## src/rtl/hazard_pkg.sv

```systemverilog
// hazard_pkg: forward-select encodings, divide states and register-match helper
package hazard_pkg;
  localparam logic [1:0] FWD_REG = 2'b00;
  localparam logic [1:0] FWD_WB  = 2'b01;
  localparam logic [1:0] FWD_MEM = 2'b10;
  typedef enum logic [1:0] {DIV_IDLE, DIV_BUSY, DIV_DONE} divState_t;
  function automatic logic regHit(input logic [4:0] src, input logic [4:0] dst, input logic en);
    return en & (src != 5'd0) & (src == dst);
  endfunction
endpackage

```

## src/rtl/hazard_unit_div_seq.sv

```systemverilog
// div_seq: multi-cycle divide sequencer that holds F/D/E while the divider runs
module div_seq
  import hazard_pkg::*;
#(
  parameter int DIV_CYCLES = 32,
  parameter int CNT_W = 6
) (
  input  logic clk,
  input  logic rst,
  input  logic divstartE,
  output logic divstall,
  output logic divbusy,
  output logic divdoneE
);
  divState_t state;
  logic [CNT_W-1:0] cnt;
  // IDLE -> BUSY on a new div, count down, then one DONE cycle for the HI/LO write
  always_ff @(posedge clk) begin
    if (rst) begin
      state <= DIV_IDLE;
      cnt <= '0;
    end else begin
      unique case (state)
        DIV_IDLE: if (divstartE) begin
          state <= DIV_BUSY;
          cnt <= CNT_W'(DIV_CYCLES - 2);
        end
        DIV_BUSY: if (cnt == '0) state <= DIV_DONE; else cnt <= cnt - 1'b1;
        DIV_DONE: state <= DIV_IDLE;
        default: state <= DIV_IDLE;
      endcase
    end
  end
  assign divstall = (state == DIV_IDLE & divstartE) | (state == DIV_BUSY);
  assign divbusy = state != DIV_IDLE;
  assign divdoneE = state == DIV_DONE;
endmodule

```

## src/rtl/hazard_unit.sv

```systemverilog
// hazard_unit: stall, flush and forwarding control for the 5-stage pipeline
module hazard_unit
  import hazard_pkg::*;
#(
  parameter int DIV_CYCLES = 32,
  parameter int CNT_W = 6
) (
  input  logic       clk,
  input  logic       rst,
  input  logic [4:0] rsD,
  input  logic [4:0] rtD,
  input  logic       branchD,
  input  logic       jrD,
  input  logic [4:0] rsE,
  input  logic [4:0] rtE,
  input  logic [4:0] writeregE,
  input  logic       regwriteE,
  input  logic       memtoregE,
  input  logic       divstartE,
  input  logic [4:0] writeregM,
  input  logic       regwriteM,
  input  logic       memtoregM,
  input  logic [4:0] writeregW,
  input  logic       regwriteW,
  output logic       stallF,
  output logic       stallD,
  output logic       stallE,
  output logic       flushE,
  output logic       flushM,
  output logic       forwardaD,
  output logic       forwardbD,
  output logic [1:0] forwardaE,
  output logic [1:0] forwardbE,
  output logic       divbusy,
  output logic       divdoneE
);
  logic divstall, lwstall, branchstall, hzstall, rsHitE, rtHitE, rsHitM, rtHitM;
  div_seq #(.DIV_CYCLES(DIV_CYCLES), .CNT_W(CNT_W)) u_div (
    .clk(clk), .rst(rst), .divstartE(divstartE),
    .divstall(divstall), .divbusy(divbusy), .divdoneE(divdoneE)
  );
  // forwarding selects (M beats W) and decode-stage hazard detection
  always_comb begin
    forwardaE = regHit(rsE, writeregM, regwriteM) ? FWD_MEM : regHit(rsE, writeregW, regwriteW) ? FWD_WB : FWD_REG;
    forwardbE = regHit(rtE, writeregM, regwriteM) ? FWD_MEM : regHit(rtE, writeregW, regwriteW) ? FWD_WB : FWD_REG;
    forwardaD = regHit(rsD, writeregM, regwriteM);
    forwardbD = regHit(rtD, writeregM, regwriteM);
    lwstall = regHit(rsD, writeregE, memtoregE) | regHit(rtD, writeregE, memtoregE);
    rsHitE = regHit(rsD, writeregE, regwriteE);
    rtHitE = regHit(rtD, writeregE, regwriteE);
    rsHitM = regHit(rsD, writeregM, memtoregM);
    rtHitM = regHit(rtD, writeregM, memtoregM);
    branchstall = (branchD & (rsHitE | rtHitE | rsHitM | rtHitM)) | (jrD & (rsHitE | rsHitM));
    hzstall = lwstall | branchstall;
    stallF = divstall | hzstall;
    stallD = divstall | hzstall;
    stallE = divstall;
    flushM = divstall;
    flushE = hzstall & ~divstall;
  end
endmodule

```

## config.mk

```make
export PLATFORM = sky130hd
export DESIGN_NAME = hazard_unit
export DESIGN_NICKNAME = d
export VERILOG_FILES = /design/src/rtl/hazard_pkg.sv /design/src/rtl/hazard_unit_div_seq.sv /design/src/rtl/hazard_unit.sv
export SDC_FILE = /design/constraint.sdc
export NUM_CORES = 1
export LEC_CHECK = 0
export CAP_MARGIN = 0
export CORE_MARGIN = 1.5
export CORE_UTILIZATION = 37
export DETAILED_ROUTE_END_ITERATION = 10
export PLACE_DENSITY = 0.78
export SYNTH_ARGS = -nofsm -noshare
export SYNTH_HDL_FRONTEND = slang
export SYNTH_HIERARCHICAL = 1
export SYNTH_SLANG_ARGS = --single-unit
```

## constraint.sdc

```tcl
create_clock -name clk -period 1.8 [get_ports clk]
set_clock_uncertainty 0.2 [all_clocks]
set_input_delay 0.27 -clock clk [delete_from_list [all_inputs] [get_ports clk]]
set_output_delay 0.27 -clock clk [all_outputs]
set_load 0.02 [all_outputs]
```

; Word-level counts from Yosys, hierarchy flattened
; Index checks and enable logic that the tools add are counted.
[op_classes]
add_sub_neg = 1
eq_ne = 13
muxes = 10
n_bitwise = 38
n_reduce_logical = 10
[ops]
columns = operator, count
row1 = $eq 5x5->1, 8
row2 = $and 1x1->1, 28
row3 = $reduce_bool 5->1, 4
row4 = $mux 6, 2
row5 = $pmux 6 s2, 1
row6 = $or 1x1->1, 9
row7 = $mux 2, 4
row8 = $logic_not 6->1, 1
row9 = $sub 6x1->6 const B, 1
row10 = $ne 2x2->1 const B, 2
row11 = $pmux 2 s2, 1
row12 = $reduce_bool 2->1, 2
row13 = $reduce_and 3->1, 1
row14 = $eq 2x1->1 const B, 1
row15 = $eq 2x2->1 const B, 1
row16 = $logic_not 2->1, 1
row17 = $mux 1, 2
row18 = $ne 2x1->1 const B, 1
row19 = $reduce_and 2->1, 1
row20 = $not 1->1, 1
[word_totals]
register_bits = 8
inputBits = 45
word_cells = 74

; Depth between registers and ports, before layout
; Gate-level depths: netlist of the first run.
[depth]
depth_word = 10
ltp_mapped = 7
ltp_nobuf = 6

; By module
; Netlist of the first run, hierarchy kept.
[modules_own_cells]
columns = mod, n_inst, cells_per_inst, area_per_inst_um2, seq_area_each_um2
row1 = hazard_unit, 1, 85, 626.9, 0.0
row2 = div_seq, 1, 56, 533.0, 160.2

; Worst setup path before layout of the first run
; No wires, ideal clock.
[synth_path]
kind = input to output
start = in rsE[1]
end = out forwardaE[0]
arrival_time_ns = 1.777
setup_slack_ns = -0.447
path_stages = 4
n_path_buf = 0
cell_sequence = or4_1 > nor2_1 > nor4_1 > nor4_1
[synth_via]
elab_chain_len = 5
word_cells_on_any_way = 9
cone_classes = 2 x eq/ne / 2 x mux / 4 x bitwise / 1 x reduce/logical
[synth_rtl]
columns = item, line
row1 = start: declaration, hazard_unit.sv:14  ; input logic [4:0] rsE,
row2 = $reduce_bool 5->1, hazard_pkg.sv:8  ; return en & (src != 5'd0) & (src == dst);
row3 = $and 1x1->1 (2 in series), hazard_pkg.sv:8
row4 = $mux 1, hazard_unit.sv:44  ; forwardaE = regHit(rsE, writeregM, regwriteM) ? FWD_MEM : regHit(rsE, writeregW, regwriteW) ? FWD_WB : FWD_REG ...
row5 = $mux 2 *, hazard_unit.sv:44
row6 = end: declaration, hazard_unit.sv:32  ; output logic [1:0] forwardaE,
; Every way passes the cells marked *; elsewhere a longest branch is shown, timed or not.

; Worst setup path after layout of the first run
[layout_path]
start = in rsD[4]
end = out stallD
[layout_via]
elab_chain_len = 10
word_cells_on_any_way = 19
cone_classes = 2 x eq/ne / 16 x bitwise / 1 x reduce/logical
[layout_rtl]
columns = item, line
row1 = start: declaration, hazard_unit.sv:10  ; input logic [4:0] rsD,
row2 = $reduce_bool 5->1, hazard_pkg.sv:8
row3 = $and 1x1->1 (2 in series), hazard_pkg.sv:8
row4 = $or 1x1->1 (3 in series), hazard_unit.sv:53  ; branchstall = (branchD & (rsHitE | rtHitE | rsHitM | rtHitM)) | (jrD & (rsHitE | rsHitM));
row5 = $and 1x1->1, hazard_unit.sv:53
row6 = $or 1x1->1, hazard_unit.sv:53
row7 = $or 1x1->1 *, hazard_unit.sv:54  ; hzstall = lwstall | branchstall;
row8 = $or 1x1->1 *, hazard_unit.sv:56  ; stallD = divstall | hzstall;
row9 = end: declaration, hazard_unit.sv:26  ; output logic stallD,
; Marks and branches as above.

==> key figures, run 1 <==
Final layout
  • Leading cell types in the layout, fill and taps excluded: buf_4, xnor2_1, buf_6
  • Signed area change from the synthesized netlist to the final layout: 106%
  • Count of filler cells inserted in the layout: 197
  • Number of nets in the layout: 301
  • Fraction of layout instances using a drive strength above 1: 57.1%
  • Most common cell after layout, fill and taps aside: buf_4
  • # diodes: 0

Timing
  • Final worst path period need: 2150 ps
  • Normalized max-slew margin: 70.3%
  • Final Cycle Share: 120%
  • Transition time at the pin with the least slew margin: 445 ps
  • Peak Freq: 465 MHz
  • Setup_tns: -2060 ps
  • Final setup violating endpoints: 9
  • Worst setup margin: -353 ps
  • Final hold viol count: 0
  • Setup repair after global routing missed its margin: true
  • Max-slew violation count: 0

Place
  • Port bufs: 57
  • Final GP Congestion: 0.871
  • DPL Wire Length: 3480 microns

Worst setup path
  • Type of the setup path with the least slack: primary input to output pin
  • Required time worst endpoint: 1330 ps
  • Cell family with most CP delay: compound AO/OA/AOI/OAI gates
  • Slowest library cell on the worst path: o32a_1
  • CP Buf/Inv Count: 3
  • Cell Chain, Critical Path: buf_8, buf_6, xnor2_2, nand3_2, o32a_1, o32a_1, nand3b_1, buf_6
  • Critical path capture point type: output pin
  • CP Max Fanout: 2
  • Kind of start point of the critical path: primary input
  • Stage delay of the slowest cell on the critical path: 360 ps
  • Worst endpoint data arrival time: 1680 ps

Logic synthesis
  • Warnings from Yosys: 6
  • Top cell type by total area after synthesis: xnor2_1
  • Syn Std Cell Area: 1160 sq um
  • Asr flop ratio synth: 0%
  • Sequential cell area fraction in the yosys report: 13.8%
  • EDFF count, synth: 0
  • Average cell area after synthesis: 8.23 sq um
  • Synthesized net count: 188
  • Number of library cell types mapped by synthesis: 44
  • Post-synth top flop: dfxtp_1
  • Gate Count Post-Synth: 141
  • Top cell type's share of synthesized area: 26.4%
  • Largest cells by area after synthesis: xnor2_1, dfxtp_1, nor2_1, nand3_1, xor2_1
  • FF+latch count, synth: 8

Clocking
  • Cts bufs inserted: 3
  • Buffer levels on the longest clock path: 2
  • Htree depth: 1
  • Root buffer cell: clkbuf_4
  • Latest clock arrival within the worst-skew pair: 260 ps
  • Quantity of hold-fixing buffers added after cts: 0
  • Clock-pin slew on the worst setup and hold paths: 50 ps
  • Number of sinks driven by the clock tree: 8
  • Clock tree from TritonCTS: done

Die
  • Floorplan die area: 3480 sq um
  • Chip height: 59.0 microns
  • Initial cell density of the core: 38.6%
  • Standard-cell rows: 20
  • Ports: 58
  • Area of the placeable core: 3000 sq um
  • Die Width: 59.0 microns

GRT
  • GRT met1 Usage: 28.1%
  • Wire length of the first global-routing pass: 7380 microns
  • Met2 capacity usage during global routing: 56.3%
  • Largest net degree at the start of global routing: 10
  • Layer with the highest usage after global routing: met2
  • Met3 Usage GRT: 4.80%
  • Total global routing overflow: 0
  • Antenna violations before repair: 0
  • Number of global-route vias before repair: 1,644
  • GR Util All Layers: 28.3%

Drt
  • Count of routing violations after the opening detailed-route iteration: 56
  • Drt total wl: 5140 microns
  • Vias per Instance: 5.49
  • Initial DRT Pass Iterations: 4
  • Count of vias placed by the detailed router: 1,564
  • Number of nets with antenna violations after routing: 0
  • DRC Markers: 0
  • Wirelength per Cell: 18.0 microns

Run status
  • Outcome: finished with violations
  • Failing checks: setup timing

Pwr
  • Static Leakage: 1.04 nW
  • Overall power consumption: 1.11 mW
  • Worst IR drop on VDD: 0.000589 V
  • Power Density: 464 nW/um^2

Job
  • Max-cap violations: 0

Hold path
  • Type of the worst min-delay path: register to register
## through the flow
stage / cell area [sq um] / hold WS, ps / util, % / cells / setup slack (ps)
after floorplan: 1260 / 290 / - / 141 / -242
after global placement: 2150 / 342 / 71.7 / 268 / -1120
after detailed placement: 2150 / 352 / 71.7 / 268 / -1140
after CTS: 2340 / 367 / 78.0 / 281 / -356
after global routing: 2390 / 414 / 79.7 / 285 / -411
final: 2390 / 370 / 79.7 / 285 / -353
## timing repair
action | 4_1_cts | 5_1_grt
buffers inserted | 12 | 5
resized for setup | 206 | 19
pin swaps | 31 | 21
gates cloned | 0 | 0
setup endpoints to repair | 13 | 11
## report_power, final
part | switching (mW) | internal [mW] | total, mW
sequential | 0.0381 | 0.205 | 0.243
combinational | 0.350 | 0.384 | 0.734
clock | 0.0587 | 0.0761 | 0.135
total | 0.447 | 0.665 | 1.11
## cells in the mapped netlist, types with 2 or more instances
cell	number
a21oi_1	2
a31oi_1	2
buf_4	2
clkbuf_1	3
dfxtp_1	8
ha_1	2
inv_1	3
nand2_1	9
nand3_1	7
nand3b_1	3
nand4_1	4
nor2_1	11
nor2b_4	2
nor3_1	4
nor3_2	2
nor4_1	5
nor4b_1	2
o21ai_0	2
o31ai_1	2
o32a_1	3
or4_1	3
xnor2_1	35
xor2_1	4
## registers in the layout (all words and copies together), names as in the netlist
register,count
u_div/state,2
u_div/cnt,6
## path summary, 6_finish.rpt
kind / from / endpoint / slack (ps) / cells after the start
max: rsD[4] / stallD / -350 / 8
min reg2reg: u_div/cnt[0]$_SDFFE_PP0P_ / u_div/cnt[0]$_SDFFE_PP0P_ / 370 / 2
max reg2reg: u_div/cnt[0]$_SDFFE_PP0P_ / u_div/cnt[1]$_SDFFE_PP0P_ / 130 / 6
min: u_div/cnt[0]$_SDFFE_PP0P_ / u_div/cnt[0]$_SDFFE_PP0P_ / 370 / 2
## layout make-up
type | instances | area [sq um] | area share (%)
flip-flops and latches | 8 | 160 | 6.69
repair buffers | 114 | 958 | 40.0
multi-input cells | 124 | 1200 | 50.1
inverters | 3 | 11.3 | 0.470
well taps | 33 | 41.3 | 1.73
clock buffers | 3 | 22.5 | 0.941
## cells by family after synthesis
kind of cell / Yosys count / synth area share (%)
compound gates: 20 / 15.1
xor+xnor: 40 / 30.9
mux: 1 / 0.863
flops: 8 / 13.8
simple gates: 61 / 33.0
buf+inv: 9 / 4.21
fa+ha+maj: 2 / 2.16
## worst register-to-register path: stages, from the launching register on
cell and delay [ps]:
dfxtp_1 320, inv_1 110, ha_1 210, nor3b_4 350
a21oi_4 130, nor3_2 150, a211oi_2 60
## routing by layer
metal  up-vias  share of wire (%)  routed length, microns
met4         0                4.0                     207
met5         -                  0                       0
met3        20                4.2                     214
met2        55                 56                    2870
met1       753                 36                    1850
li1        736                  -                       -
No activity file was read; power rests on OpenSTA's default activity.
==> run 2: changes to the inputs <==
- TNS_END_PERCENT: default -> 50
==> run 2 against run 1 <==
Against the previous run: the run still ends with setup timing left; via count fell by 2.5%; setup slack gained 22 ps; sequential share of layout area hardly changed; first-iteration DRC count fell by 29%; combinational power is essentially flat; register-to-register slack improved by 40 ps; sequential power shrank 2%; largest cell class unchanged.
==> key figures, run 2 (same netlist as run 1, synthesis figures left out) <==
Clocking
  • Clock tree from TritonCTS: done
  • Root buffer cell: clkbuf_4
  • Buffer levels on the longest clock path: 2
  • Clock-pin slew on the worst setup and hold paths: 50 ps
  • Number of sinks driven by the clock tree: 8
  • Latest clock arrival within the worst-skew pair: 260 ps
  • Htree depth: 1
  • Cts bufs inserted: 3

Worst setup path
  • Number of cell instances on the worst register-to-register path: 6
  • Critical path capture point type: output pin
  • CP Max Fanout: 2
  • Required time worst endpoint: 1330 ps
  • Register-to-register setup slack: 170 ps
  • Worst endpoint data arrival time: 1660 ps
  • R2R Path Start: u_div/cnt[0]$_SDFFE_PP0P_
  • Type of the setup path with the least slack: primary input to output pin
  • Reg-to-Reg End: u_div/cnt[1]$_SDFFE_PP0P_
  • Kind of start point of the critical path: primary input

Hold path
  • Type of the worst min-delay path: register to register
  • Critical hold path startpoint: u_div/cnt[3]$_SDFFE_PP0P_
  • Worst hold path depth: 2
  • Hold Path End: u_div/cnt[3]$_SDFFE_PP0P_

Timing
  • Final setup violating endpoints: 9
  • Final worst path period need: 2130 ps
  • Hold Worst Slack: 355 ps
  • Setup repair after global routing missed its margin: true
  • Final Cycle Share: 118%
  • Max-slew violation count: 0
  • Setup_tns: -1770 ps
  • Transition time at the pin with the least slew margin: 402 ps
  • Final hold viol count: 0
  • Peak Freq: 469 MHz
  • Normalized max-slew margin: 73.1%
  • Worst setup margin: -331 ps

Pwr
  • Comb pwr share: 65.7%
  • Sequential group share of total power: 21.4%
  • Switching Power: 441 uW
  • Worst IR drop on VDD: 0.000433 V
  • Portion of total power attributed to the clock network: 12.9%
  • Power Density: 463 nW/um^2
  • Switching fraction of total power: 39.5%
  • Static Leakage: 1.02 nW
  • Internal power component: 674 uW
  • Overall power consumption: 1.11 mW

Run status
  • Failing checks: setup timing
  • Outcome: finished with violations

Final layout
  • Biggest register: u_div/cnt
  • Non-filler cells in the finished layout: 280
  • Largest register FFs: 6
  • Summed area of non-filler cells in the final layout: 2400 sq um
  • # diodes: 0
  • Fraction of layout instances using a drive strength above 1: 57.1%
  • Leading cell types in the layout, fill and taps excluded: buf_4, buf_6, xnor2_1
  • Final design utilization: 80.1%
  • Most common cell after layout, fill and taps aside: buf_4
  • Registers with the most flip-flops: u_div/cnt x6, u_div/state x2
  • Number of nets in the layout: 296
  • Signed area change from the synthesized netlist to the final layout: 107%

Place
  • Pre-CTS setup slack: -1200 ps
  • Final GP Congestion: 0.895
  • Placed Instances: 266
  • DPL Wire Length: 3370 microns
  • Total placed instance area: 2120 sq um
  • Port bufs: 57

Die
  • Floorplan die area: 3480 sq um
  • Die Width: 59.0 microns
  • Ports: 58
  • Chip height: 59.0 microns
  • Standard-cell rows: 20
  • Area of the placeable core: 3000 sq um
  • Initial cell density of the core: 38.6%

GRT
  • Wire length of the first global-routing pass: 7380 microns
  • GR Util All Layers: 28.7%
  • Number of global-route vias before repair: 1,618
  • Total global routing overflow: 0
  • Largest net degree at the start of global routing: 10
  • Antenna violations before repair: 0

Drt
  • DRC Markers: 0
  • Number of nets with antenna violations after routing: 0
  • Count of vias placed by the detailed router: 1,525
  • Drt total wl: 4860 microns
  • Wirelength per Cell: 17.4 microns
  • Vias per Instance: 5.45
  • Initial DRT Pass Iterations: 4
  • Count of routing violations after the opening detailed-route iteration: 40

Job
  • Max-cap violations: 0
run 2: area by class of cell:
| type | count | area [sq um] |
|---|---|---|
| fill | 190 | 598 |
| timing repair buffer | 109 | 958 |
| sequential | 8 | 160 |
| multi-input combinational | 124 | 1210 |
| tap | 33 | 41.3 |
| inverter | 3 | 11.3 |
| clock buffer | 3 | 22.5 |
run 2: worst max-delay path by stage:
| stage | start | to | slack, ps | cells after the start |
|---|---|---|---|---|
| after floorplan | rsD[1] | stallF | -240 | 5 |
| after global placement | rsD[1] | flushE | -1140 | 7 |
| after detailed placement | rsD[1] | flushE | -1200 | 7 |
| after CTS | writeregE[1] | flushE | -260 | 7 |
| after global routing | rsD[2] | stallF | -370 | 7 |
| final | writeregE[0] | flushE | -330 | 7 |
run 2: timing repair:
action,in CTS,in global routing
pin swaps,35,15
resized for setup,228,17
setup buffers,10,1
hold buffers,0,0
endpoints found under the setup margin,13,12
run 2: metal layers:
metal	part of all wire (%)	GRT usage [%]
met5	0	0
met1	36	29.1
met3	6.1	6.77
met4	2.9	11.0
met2	56	55.7
run 2: power groups by stage:
| stage | registers, mW | logic, mW | clock network [mW] |
|---|---|---|---|
| floorplan | 0.238 | 0.357 | 0 |
| global placement | 0.240 | 0.622 | 0 |
| detailed placement | 0.242 | 0.640 | 0 |
| CTS | 0.238 | 0.693 | 0.149 |
| global route | 0.243 | 0.778 | 0.159 |
| finish | 0.239 | 0.732 | 0.144 |
run 2: critical path, cell delays in order:
cell     delay [ps]
buf_6           100
xnor2_2         180
nand3_2         120
o32a_1          300
o32a_1          370
a21oi_2         180
buf_6           130
